$ cat src/rtl/ascon_pkg.sv
// ascon_pkg: shared Ascon state types
package ascon_pkg;

    localparam int WORD_WIDTH = 64;

    // Five 64-bit words; s[0] supplies the MSB of every 5-bit column.
    typedef logic [4:0][WORD_WIDTH-1:0] ascon_state_t;

endpackage

$ cat src/rtl/ascon_inv_sbox_serial.sv
// ascon_inv_sbox_serial: serialized inverse Ascon S-box layer, LANES columns per cycle
module ascon_inv_sbox_serial #(
    parameter int LANES = 8
) (
    input  logic                   clk_i,
    input  logic                   rst_i,
    input  logic                   valid_i,
    output logic                   ready_o,
    input  ascon_pkg::ascon_state_t state_array_i,
    output logic                   valid_o,
    input  logic                   ready_i,
    output ascon_pkg::ascon_state_t state_array_o
);

    localparam int GROUPS = 64 / LANES;
    localparam int CW = (GROUPS > 1) ? $clog2(GROUPS) : 1;
    localparam logic [CW-1:0] LAST = CW'(GROUPS - 1);

    localparam logic [1:0] IDLE = 2'd0;
    localparam logic [1:0] BUSY = 2'd1;
    localparam logic [1:0] DONE = 2'd2;

    if (LANES != 1 && LANES != 2 && LANES != 4 && LANES != 8 &&
        LANES != 16 && LANES != 32 && LANES != 64) begin : g_lanes_chk
        $error("ascon_inv_sbox_serial: LANES must be a power of two from 1 to 64");
    end

    logic [1:0]              st_q, st_d;
    logic [CW-1:0]           cnt_q, cnt_d;
    ascon_pkg::ascon_state_t col_q, col_d, sub_col;
    logic [5:0]              idx;
    logic [4:0]              y;

    function automatic logic [4:0] inv5(input logic [4:0] x);
        case (x)
            5'h00: return 5'h14;
            5'h01: return 5'h1a;
            5'h02: return 5'h07;
            5'h03: return 5'h0d;
            5'h04: return 5'h00;
            5'h05: return 5'h09;
            5'h06: return 5'h0e;
            5'h07: return 5'h12;
            5'h08: return 5'h0a;
            5'h09: return 5'h06;
            5'h0a: return 5'h1d;
            5'h0b: return 5'h01;
            5'h0c: return 5'h19;
            5'h0d: return 5'h15;
            5'h0e: return 5'h13;
            5'h0f: return 5'h1e;
            5'h10: return 5'h18;
            5'h11: return 5'h16;
            5'h12: return 5'h0b;
            5'h13: return 5'h11;
            5'h14: return 5'h03;
            5'h15: return 5'h05;
            5'h16: return 5'h1c;
            5'h17: return 5'h1f;
            5'h18: return 5'h17;
            5'h19: return 5'h1b;
            5'h1a: return 5'h04;
            5'h1b: return 5'h08;
            5'h1c: return 5'h0f;
            5'h1d: return 5'h0c;
            5'h1e: return 5'h10;
            default: return 5'h02;
        endcase
    endfunction

    // Substitute only the current group of LANES columns; the rest pass through untouched.
    always_comb begin
        sub_col = col_q;
        idx = '0;
        y = '0;
        for (int l = 0; l < LANES; l++) begin
            idx = 6'(int'(cnt_q) * LANES + l);
            y = inv5({col_q[0][idx], col_q[1][idx], col_q[2][idx], col_q[3][idx], col_q[4][idx]});
            sub_col[0][idx] = y[4];
            sub_col[1][idx] = y[3];
            sub_col[2][idx] = y[2];
            sub_col[3][idx] = y[1];
            sub_col[4][idx] = y[0];
        end
    end

    // Accept in IDLE, sweep column groups in BUSY, hold the result in DONE until taken.
    always_comb begin
        st_d = st_q;
        cnt_d = cnt_q;
        col_d = col_q;
        case (st_q)
            IDLE: if (valid_i) begin
                col_d = state_array_i;
                cnt_d = '0;
                st_d = BUSY;
            end
            BUSY: begin
                col_d = sub_col;
                cnt_d = (cnt_q == LAST) ? '0 : cnt_q + CW'(1);
                st_d = (cnt_q == LAST) ? DONE : BUSY;
            end
            DONE: st_d = ready_i ? IDLE : DONE;
            default: st_d = IDLE;
        endcase
    end

    // State registers with synchronous reset that clears any partial result.
    always_ff @(posedge clk_i) begin
        if (rst_i) begin
            st_q <= IDLE;
            cnt_q <= '0;
            col_q <= '0;
        end else begin
            st_q <= st_d;
            cnt_q <= cnt_d;
            col_q <= col_d;
        end
    end

    assign ready_o = (st_q == IDLE);
    assign valid_o = (st_q == DONE);
    assign state_array_o = col_q;

endmodule

$ cat config.mk
export PLATFORM = sky130hd
export DESIGN_NAME = ascon_inv_sbox_serial
export DESIGN_NICKNAME = d
export VERILOG_FILES = /design/src/rtl/ascon_pkg.sv /design/src/rtl/ascon_inv_sbox_serial.sv
export SDC_FILE = /design/constraint.sdc
export NUM_CORES = 1
export LEC_CHECK = 0
export CORE_AREA = 2 2 251 253
export CTS_CLUSTER_DIAMETER = 120
export DETAILED_ROUTE_END_ITERATION = 7
export DIE_AREA = 0 0 253 255
export DONT_BUFFER_PORTS = 1
export SYNTH_ARGS = -nofsm -noshare
export SYNTH_HDL_FRONTEND = slang
export SYNTH_SLANG_ARGS = --single-unit
$ cat constraint.sdc
create_clock -name clk_i -period 3.55 [get_ports clk_i]
set_clock_uncertainty 0.05 [all_clocks]
set_input_delay 0.355 -clock clk_i [delete_from_list [all_inputs] [get_ports clk_i]]
set_output_delay 0.355 -clock clk_i [all_outputs]
set_load 0.05 [all_outputs]
==> qor.yml, run 1 <==
status:
  status: "finished with violations"
  violations: "negative hold slack"
global_route:
  grt_pass1_vias: 21800
  grt_usage_pct: 32.31
  antenna_found_initial: 9
  grt_max_degree: 336
  overflow: 0
  grt_pass1_wl_mm: 153.4
finish:
  area_growth_pct: 38.69
  layout_common_cells: "nand2_1, buf_4, dlygate4sd3_1"
  drive_gt1_share_pct: 20.54
  final_core_util_pct: 45.61
  fin_nets: 3375
sta:
  holdWs_ns: -0.03940
  slew_viol_final: 0
  finalCritPeriodShare_pct: 97.02
  fin_crit_ns: 3.444
  hold_viol_final: 9
  setup_violations: 0
  clock.fmax_mhz: 290.3
  worst_pin_slew_ns: 1.079
  slew_headroom_pct: 27.80
floorplanning:
  row_count: 92
  ios: 646
  die_h_microns: 255
  core_area_sq_mm: 0.06216
  dieArea_sq_mm: 0.06452
  die_w_microns: 253
  start_util_pct: 32.89
synth:
  synth_ff_type: "dfxtp_1"
  synth-seq-area-share_pct: 31.83
  synth_cell_type_count: 88
  ys_seq_elements: 325
  postSynthCellCount: 2491
  syn_avg_cell_area_sq_um: 8.207
  synth_fp_nets: 2865
  synth_warnings: 0
  synth_top_cell_area_share_pct: 31.83
  syn_area_sq_mm: 0.02044
  synthTopCellsByArea: "dfxtp_1, nand2_1, mux4_2"
  ys_async_sr_fraction_pct: 0
  synth_edf_count: 0
  synth_top_area_cell: "dfxtp_1"
placed_design:
  place.gp.congestion: 0.9476
  io_buffers: 0
  dp_hpwl_mm: 78.76
route:
  drc: 0
  final_antenna_net_count: 0
  num_vias: 23880
  wirelength_mm: 114.1
  wl_per_cell_microns: 29.74
  first_pass_iters: 6
  viasPerCell: 6.224
  drt_iter0_markers: 2850
flow_run:
  maxCapViolCount: 0
critical_path:
  path_max_fanout: 34
  crit_path_start_kind: "flip-flop"
  end_kind: "flip-flop"
  crit_type: "reg2reg"
  cp.arrival_ns: 3.90
  crit_required_ns: 4.01
clocking:
  cts_buffers: 41
  clock_latency_ns: 0.58
  cts_tree: "built"
  cts_root_buf: "clkbuf_16"
  clock_path_buffers: 3
  path_clk_slew_ns: 0.06
  cts_num_sinks: 325
  ctsHtreeMaxLevel: 2
power:
  leakagePower_nw: 11.40
  ir_drop_v: 0.0003205
  power_density_mw_per_mm2: 499.2
min_path:
  min_path_type: "in2reg"
synthesized netlist by cell type, types with 11 or more instances:
| cell | instances |
|---|---|
| a211oi_1 | 124 |
| a21oi_1 | 183 |
| a221oi_1 | 11 |
| a22oi_1 | 27 |
| a311oi_1 | 104 |
| a31oi_1 | 86 |
| and3_1 | 58 |
| buf_2 | 24 |
| buf_4 | 15 |
| clkbuf_1 | 188 |
| dfxtp_1 | 325 |
| ha_1 | 50 |
| inv_1 | 33 |
| mux2_2 | 27 |
| mux2i_1 | 77 |
| mux4_2 | 53 |
| nand2_1 | 357 |
| nand2b_1 | 14 |
| nand3_1 | 106 |
| nor2_1 | 264 |
| nor3_1 | 17 |
| nor4_1 | 23 |
| o211ai_1 | 12 |
| o21a_1 | 29 |
| o21ai_0 | 30 |
| o22ai_1 | 46 |
| or3_1 | 32 |
cell type report:
cell class | instances | area (sq um)
antenna | 5 | 12.51
clock buffer | 61 | 1204
clock inverter | 14 | 165.2
fill | 5979 | 33810
inverter | 37 | 141.4
multi-input combinational | 1890 | 12840
sequential | 325 | 6514
tap | 799 | 999.7
timing repair buffer | 706 | 6472
sequential cells by signal (all words and copies together), names as in the netlist:
| name | count |
|---|---|
| cnt_q | 3 |
| state_array_o | 320 |
| st_q | 2 |
power breakdown:
| part | total [mW] | switching (mW) | leakage, nW | internal (mW) |
|---|---|---|---|---|
| Clock | 4.37 | 1.80 | 0.667 | 2.57 |
| Combinational | 5.35 | 3.50 | 8.07 | 1.85 |
| Sequential | 4.43 | 0.515 | 2.67 | 3.92 |
| Total | 14.2 | 5.81 | 11.4 | 8.34 |
per-stage QoR:
stage / worst slack [ns] / cell area, sq um / TNS, ns / cells / power (mW)
final: 0.1058 / 28350 / 0 / 3837 / 14.15
after global routing: -0.02415 / 28350 / -0.02415 / 3836 / 14.61
after CTS: 0.02505 / 26050 / 0 / 3617 / 13.79
after detailed placement: 0.07295 / 23320 / 0 / 3407 / 9.311
after global placement: 0.05579 / 23320 / 0 / 3407 / 9.250
after floorplan: 0.6471 / 20440 / 0 / 2491 / 7.496
path summary, 6_finish.rpt:
path                              startpoint                              end  slack (ns)  cells past startpoint
max                    cnt_q[1]$_SDFFE_PP0P_  state_array_o[195]$_SDFFE_PP0P_        0.11                     11
min                       state_array_i[136]  state_array_o[136]$_SDFFE_PP0P_       -0.04                      2
max reg2reg            cnt_q[1]$_SDFFE_PP0P_  state_array_o[195]$_SDFFE_PP0P_        0.11                     11
min reg2reg  state_array_o[224]$_SDFFE_PP0P_  state_array_o[224]$_SDFFE_PP0P_        0.63                      3
per-layer routing:
metal | vias up | wire length, microns | GRT usage, %
met1 | 11560 | 42740 | 38.70
met3 | 459 | 11180 | 8.329
li1 | 10290 | - | -
met2 | 1573 | 53150 | 54.03
met5 | - | 24 | 0
met4 | 4 | 7024 | 15.52
cell families (layout without fill, tap and decap cells):
kind of cell,after synthesis,in the layout,share of synthesized area [%]
AND/OR/NAND/NOR,911,911,19.64
multiplexers,176,176,12.82
buffers and inverters,276,818,5.961
other,0,5,0
XOR/XNOR,8,8,0.5631
AO/OA/AOI/OAI,745,745,26.13
adder cells (fa/ha/maj),50,50,3.060
flip-flops,325,325,31.83
what timing repair did:
item	4_1_cts	5_1_grt
gates resized for setup	0	11
hold endpoints to repair	320	220
hold buffers	135	198
setup buffers	0	14
endpoints found under the setup margin	0	53
critical path, cell delays in order, from the launching register on:
cell and delay (ns):
dfxtp_4 0.49, buf_4 0.17, buf_12 0.22, mux2i_1 0.45, a22oi_1 0.18, nand3_1 0.39, buf_4 0.19, mux2i_1 0.20
buf_4 0.20, nand2_1 0.07, a31oi_1 0.15, dlygate4sd3_1 0.56
Note: power is estimated with default switching activity, not from simulation.
==> run 2, diff against run 1 <==
==> constraint.sdc (replaced) <==
create_clock -name clk_i -period 3.55 [get_ports clk_i]
set_clock_uncertainty 0.05 [all_clocks]
set_input_delay 0.1775 -clock clk_i [delete_from_list [all_inputs] [get_ports clk_i]]
set_output_delay 0.1775 -clock clk_i [all_outputs]
set_load 0.05 [all_outputs]
==> run 2 against run 1 <==
- sequential share of layout area is 1.2 points higher
- count of clock-buffer cells in the layout is 3 lower
- worst hold slack worse by 0.29 ns
- highest routed layer unchanged
- register-to-register slack better by 0.05 ns
- power is 1.9% lower
- largest cell class unchanged
- the flow still finishes with violations (negative hold slack)
- critical path depth is 1 higher
- setup slack better by 0.046 ns
- clock power hardly changed
==> qor.yml, run 2 (synthesis results as in run 1) <==
global_route:
  grt_max_degree: 336
  antenna_found_initial: 10
  overflow: 0
  grt_pass1_vias: 21580
  grt_pass1_wl_mm: 152.4
  grt_usage_pct: 32.11
placed_design:
  dp_hpwl_mm: 77.96
  io_buffers: 0
  place.gp.congestion: 0.9135
sta:
  holdWs_ns: -0.3328
  clock.fmax_mhz: 294.3
  rsz0062_at_grt: "no"
  hold_viol_final: 209
  slew_viol_final: 0
  setup_violations: 0
  slew_headroom_pct: 37.46
  finalCritPeriodShare_pct: 95.73
  fin_crit_ns: 3.398
  worst_pin_slew_ns: 0.9346
finish:
  layout_common_cells: "nand2_1, buf_4, dfxtp_1"
  fin_nets: 3239
  drive_gt1_share_pct: 20.87
  layout_commonest_cell: "nand2_1"
  largest_reg_flops: 320
  area_growth_pct: 31.59
  final_core_util_pct: 43.28
critical_path:
  cp.arrival_ns: 3.80
  crit_type: "reg2reg"
  ff2ff_setup_slack_ns: 0.15
  r2r_end: "state_array_o[255]$_SDFFE_PP0P_"
  r2r-start: "cnt_q[2]$_SDFFE_PP0P_"
  crit_path_start_kind: "flip-flop"
  crit_required_ns: 3.95
  worstRegToRegCells: 12
  end_kind: "flip-flop"
  path_max_fanout: 21
flow_run:
  maxCapViolCount: 0
floorplanning:
  ios: 646
  die_h_microns: 255
  core_area_sq_mm: 0.06216
  die_w_microns: 253
  row_count: 92
  dieArea_sq_mm: 0.06452
  start_util_pct: 32.89
clocking:
  path_clk_slew_ns: 0.06
  cts_buffers: 41
  clock_latency_ns: 0.58
  cts_tree: "built"
  cts_num_sinks: 325
  cts_root_buf: "clkbuf_16"
  clock_path_buffers: 3
  ctsHtreeMaxLevel: 2
power:
  netSwitchingFraction_pct: 40.72
  p_int_mw: 8.233
  combPwrFrac_pct: 36.7
  ir_drop_v: 0.0003295
  pwr-share-clk_pct: 31.4
  power_density_mw_per_mm2: 516.3
  power_frac_seq_pct: 31.9
  p_switching_mw: 5.655
  fin_total_pwr_mw: 13.89
  leakagePower_nw: 10.72
route:
  first_pass_iters: 5
  drt_iter0_markers: 2771
  final_antenna_net_count: 0
  wl_per_cell_microns: 29.86
  viasPerCell: 6.275
  drc: 0
  wirelength_mm: 110.5
  num_vias: 23220
status:
  status: "finished with violations"
  violations: "negative hold slack"
min_path:
  hold-path-endpoint: "state_array_o[47]$_SDFFE_PP0P_"
  min_path_cells: 1
  min_path_type: "in2reg"
  hp-start: "rst_i"
==> run 2: cell count changes in the layout (fill, tap and decap cells not counted), moves of 3 or more <==
| cell | before | now |
|---|---|---|
| clkbuf_16 | 46 | 43 |
| buf_16 | 4 | 0 |
| buf_4 | 350 | 342 |
| dlygate4sd3_1 | 331 | 210 |
==> run 2: through the flow <==
stage               cell area (sq um)  hold slack, ns  setup slack, ns  std cells  TNS, ns
finish                          26900         -0.3328           0.1517       3700        0
floorplan                       20440          0.2804           0.6471       2491        0
global placement                23340          0.2257         -0.09420       3407  -0.6029
global route                    26900         -0.3702         0.004126       3699        0
CTS                             26070         -0.3653          0.06289       3617        0
detailed placement              23340          0.2275          -0.1600       3407   -1.087
==> run 2: how the worst max path moves through the flow <==
| stage | start | endpoint | slack [ns] | cells after the start |
|---|---|---|---|---|
| 6_report | cnt_q[2]$_SDFFE_PP0P_ | state_array_o[255]$_SDFFE_PP0P_ | 0.15 | 12 |
| 3_3_place_gp | cnt_q[0]$_SDFFE_PP0P_ | state_array_o[269]$_SDFFE_PP0P_ | -0.09 | 10 |
| 4_1_cts | cnt_q[0]$_SDFFE_PP0P_ | state_array_o[277]$_SDFFE_PP0P_ | 0.06 | 10 |
| 3_5_place_dp | cnt_q[0]$_SDFFE_PP0P_ | state_array_o[277]$_SDFFE_PP0P_ | -0.16 | 10 |
| 2_1_floorplan | cnt_q[0]$_SDFFE_PP0P_ | state_array_o[122]$_SDFFE_PP0P_ | 0.65 | 11 |
| 5_1_grt | cnt_q[0]$_SDFFE_PP0P_ | state_array_o[18]$_SDFFE_PP0P_ | 0.004 | 12 |
==> run 2: layer usage <==
metal	global-route usage, %	wire length [microns]	vias to the layer above
met5	0	14	-
met4	14.62	5451	2
met3	8.563	10210	325
met2	53.50	52230	1510
met1	38.75	42580	11330
li1	-	-	10050
==> run 2: timing repair <==
action                                 in CTS  in global routing
buffers inserted                            2                  2
pin swaps                                   1                  0
endpoints found under the hold margin     325                260
hold buffers                              136                 74
setup endpoints to repair                  14                 43
gates cloned                                0                  0
gates resized for setup                     1                  4
==> run 2: final cells by class <==
class / instances / area (sq um)
antenna: 7 / 17.52
sequential: 325 / 6514
inverter: 37 / 140.1
tap: 799 / 999.7
fill: 6060 / 35260
clock buffer: 58 / 1172
timing repair buffer: 570 / 5025
multi-input combinational: 1890 / 12850
clock inverter: 14 / 181.4
==> run 2: worst max-delay path, cell delays in order (launching register included) <==
cell and delay (ns):
dfxtp_1 0.33, buf_4 0.31, nand2b_1 0.23, buf_4 0.21, o22a_1 0.18, o211ai_1 0.40
buf_4 0.31, mux2i_1 0.20, mux2i_1 0.09, buf_4 0.20, nand2_1 0.08, a21oi_1 0.07
dlygate4sd3_1 0.61
==> run 2: power by group through the flow <==
stage	Sequential (mW)	Combinational [mW]	Clock, mW
final	4.43	5.10	4.36
after global routing	4.45	5.36	4.55
after CTS	4.42	4.95	4.40
after detailed placement	4.50	4.78	0
after global placement	4.50	4.74	0
after floorplan	5.07	2.43	0
==> run 3, diff against run 2 <==
==> constraint.sdc (replaced) <==
create_clock -name clk_i -period 3.55 [get_ports clk_i]
set_clock_uncertainty 0.05 [all_clocks]
set_input_delay 0.1775 -clock clk_i [delete_from_list [all_inputs] [get_ports clk_i]]
set_output_delay 0.1775 -clock clk_i [all_outputs]
set_load 0.005 [all_outputs]
==> run 3 against run 2 <==
- the run still ends with negative hold slack left
- first-iteration DRC count is 3.4% lower
- non-clock buffer count is 172 lower
- critical endpoint is now state_array_o[229]$_SDFFE_PP0P_
- cell count is 4.6% lower
- worst hold slack worse by 0.018 ns
- highest routed layer is now met4
==> qor.yml, run 3 (synthesis results as in run 1) <==
global_route:
  grt_pass1_wl_mm: 149.2
  grt_usage_pct: 31.40
  met3_usage_pct: 8.858
  grt_pass1_vias: 21260
  use_met1_pct: 37.19
  top_usage_layer: "met2"
  use_met2_pct: 51.59
  overflow: 0
  antenna_found_initial: 7
  grt_max_degree: 336
clocking:
  ctsHtreeMaxLevel: 2
  clock_latency_ns: 0.58
  cts_num_sinks: 325
  path_clk_slew_ns: 0.07
  cts_tree: "built"
  clock_path_buffers: 3
  cts_root_buf: "clkbuf_16"
  cts_buffers: 41
sta:
  worst_slack_ns: 0.03610
  clock.fmax_mhz: 284.6
  holdWs_ns: -0.3505
  fin_crit_ns: 3.514
  worst_pin_slew_ns: 1.172
  fin_setup_tns_ns: 0
  hold_viol_final: 188
  setup_violations: 0
  slew_viol_final: 0
  slew_headroom_pct: 21.79
  finalCritPeriodShare_pct: 98.98
critical_path:
  worstRegToRegCells: 7
  slowest_stage: "nand2_2"
  end_kind: "flip-flop"
  ff2ff_setup_slack_ns: 0.04
  r2r_end: "state_array_o[229]$_SDFFE_PP0P_"
  crit_type: "reg2reg"
  crit_required_ns: 4.01
  path_max_fanout: 40
  crit_family: "simple AND/OR/NAND/NOR gates"
  r2r-start: "st_q[0]$_SDFFE_PP0P_"
  cp_num_buf_inv: 2
  cp_slowest_stage_delay_ns: 0.62
  crit_start: "st_q[0]$_SDFFE_PP0P_"
  crit_path_start_kind: "flip-flop"
  crit_chain: "nor2_1 -> nand2_8 -> nand2_2 -> buf_4 -> nand3_1 -> a31oi_1 -> dlygate4sd3_1"
  cp.arrival_ns: 3.97
route:
  wirelength_mm: 108.6
  num_vias: 22820
  drc: 0
  wl_per_cell_microns: 30.77
  final_antenna_net_count: 0
  viasPerCell: 6.467
  drt_iter0_markers: 2678
  first_pass_iters: 7
min_path:
  min_path_cells: 1
  hold-path-endpoint: "state_array_o[39]$_SDFFE_PP0P_"
  hp-start: "rst_i"
  min_path_type: "in2reg"
placed_design:
  dp_hpwl_mm: 76.16
  post-place-ws_ns: 0.04705
  place.gp.congestion: 0.9314
  placed_cell_area_sq_mm: 0.02166
  io_buffers: 0
  dp_cells: 3184
finish:
  area_growth_pct: 26.60
  layout_commonest_cell: "nand2_1"
  final_cells: 3528
  largest_reg_flops: 320
  layout_common_cells: "nand2_1, dfxtp_1, nor2_1"
  fill_cells: 6043
  final_area_sq_mm: 0.02588
  drive_gt1_share_pct: 15.05
  fin_nets: 3067
floorplanning:
  row_count: 92
  die_w_microns: 253
  start_util_pct: 32.89
  dieArea_sq_mm: 0.06452
  core_area_sq_mm: 0.06216
  ios: 646
  die_h_microns: 255
power:
  power_density_mw_per_mm2: 507.0
  leakagePower_nw: 9.905
  ir_drop_v: 0.0003446
status:
  status: "finished with violations"
  violations: "negative hold slack"
flow_run:
  maxCapViolCount: 0
[run 3: cell count changes in the layout (fill, tap and decap cells not counted), moves of 3 or more]
cell	delta
buf_4	-208
buf_6	+3
clkbuf_1	-6
clkbuf_8	+3
dlygate4sd3_1	+32
inv_6	+3
mux2i_4	+3
[run 3: layout make-up]
class / count / area [sq um] / area share [%]
Multi-Input combinational cell: 1890 / 12900 / 49.83
Sequential cell: 325 / 6514 / 25.17
Timing Repair Buffer: 398 / 3860 / 14.91
Clock buffer: 55 / 1191 / 4.602
Tap cell: 799 / 999.7 / 3.863
Clock inverter: 19 / 269.0 / 1.039
Inverter: 37 / 140.1 / 0.5414
Antenna cell: 5 / 12.51 / 0.04834
[run 3: worst reg2reg max path, cell delays in order (launching register included)]
cell and delay [ns]:
dfxtp_1 0.48, nor2_1 0.57, nand2_8 0.33, nand2_2 0.63
buf_4 0.44, nand3_1 0.15, a31oi_1 0.20, dlygate4sd3_1 0.60
[run 3: layer usage]
layer | wire (microns) | vias up
li1 | - | 9689
met1 | 40470 | 11060
met2 | 50050 | 1629
met3 | 11140 | 435
met4 | 6904 | 0
met5 | 0 | -
[run 3: through the flow]
stage,util (%),power (mW)
after floorplan,-,6.610
after global placement,34.85,8.118
after detailed placement,34.85,8.178
after CTS,40.10,12.96
after global routing,41.64,13.58
final,41.64,13.12
[run 3: power breakdown]
part	switching (mW)	internal (mW)
combinational	2.58	1.60
sequential	0.409	3.92
clock	1.81	2.80
total	4.81	8.32
[run 3: worst max-delay path by stage]
stage                                       to  cells after the start  slack [ns]
6_report       state_array_o[229]$_SDFFE_PP0P_                      7        0.04
5_1_grt        state_array_o[156]$_SDFFE_PP0P_                     11       -0.03
4_1_cts        state_array_o[230]$_SDFFE_PP0P_                     11        0.01
3_5_place_dp   state_array_o[301]$_SDFFE_PP0P_                     10        0.05
3_3_place_gp   state_array_o[285]$_SDFFE_PP0P_                     10        0.17
2_1_floorplan  state_array_o[122]$_SDFFE_PP0P_                     11        0.65
[run 3: timing repair]
action,4_1_cts,5_1_grt
gates resized for setup,1,16
hold endpoints to repair,325,245
buffers inserted,0,21
setup endpoints to repair,1,50
gates cloned,0,2
pin swaps,0,1
hold buffers,179,63
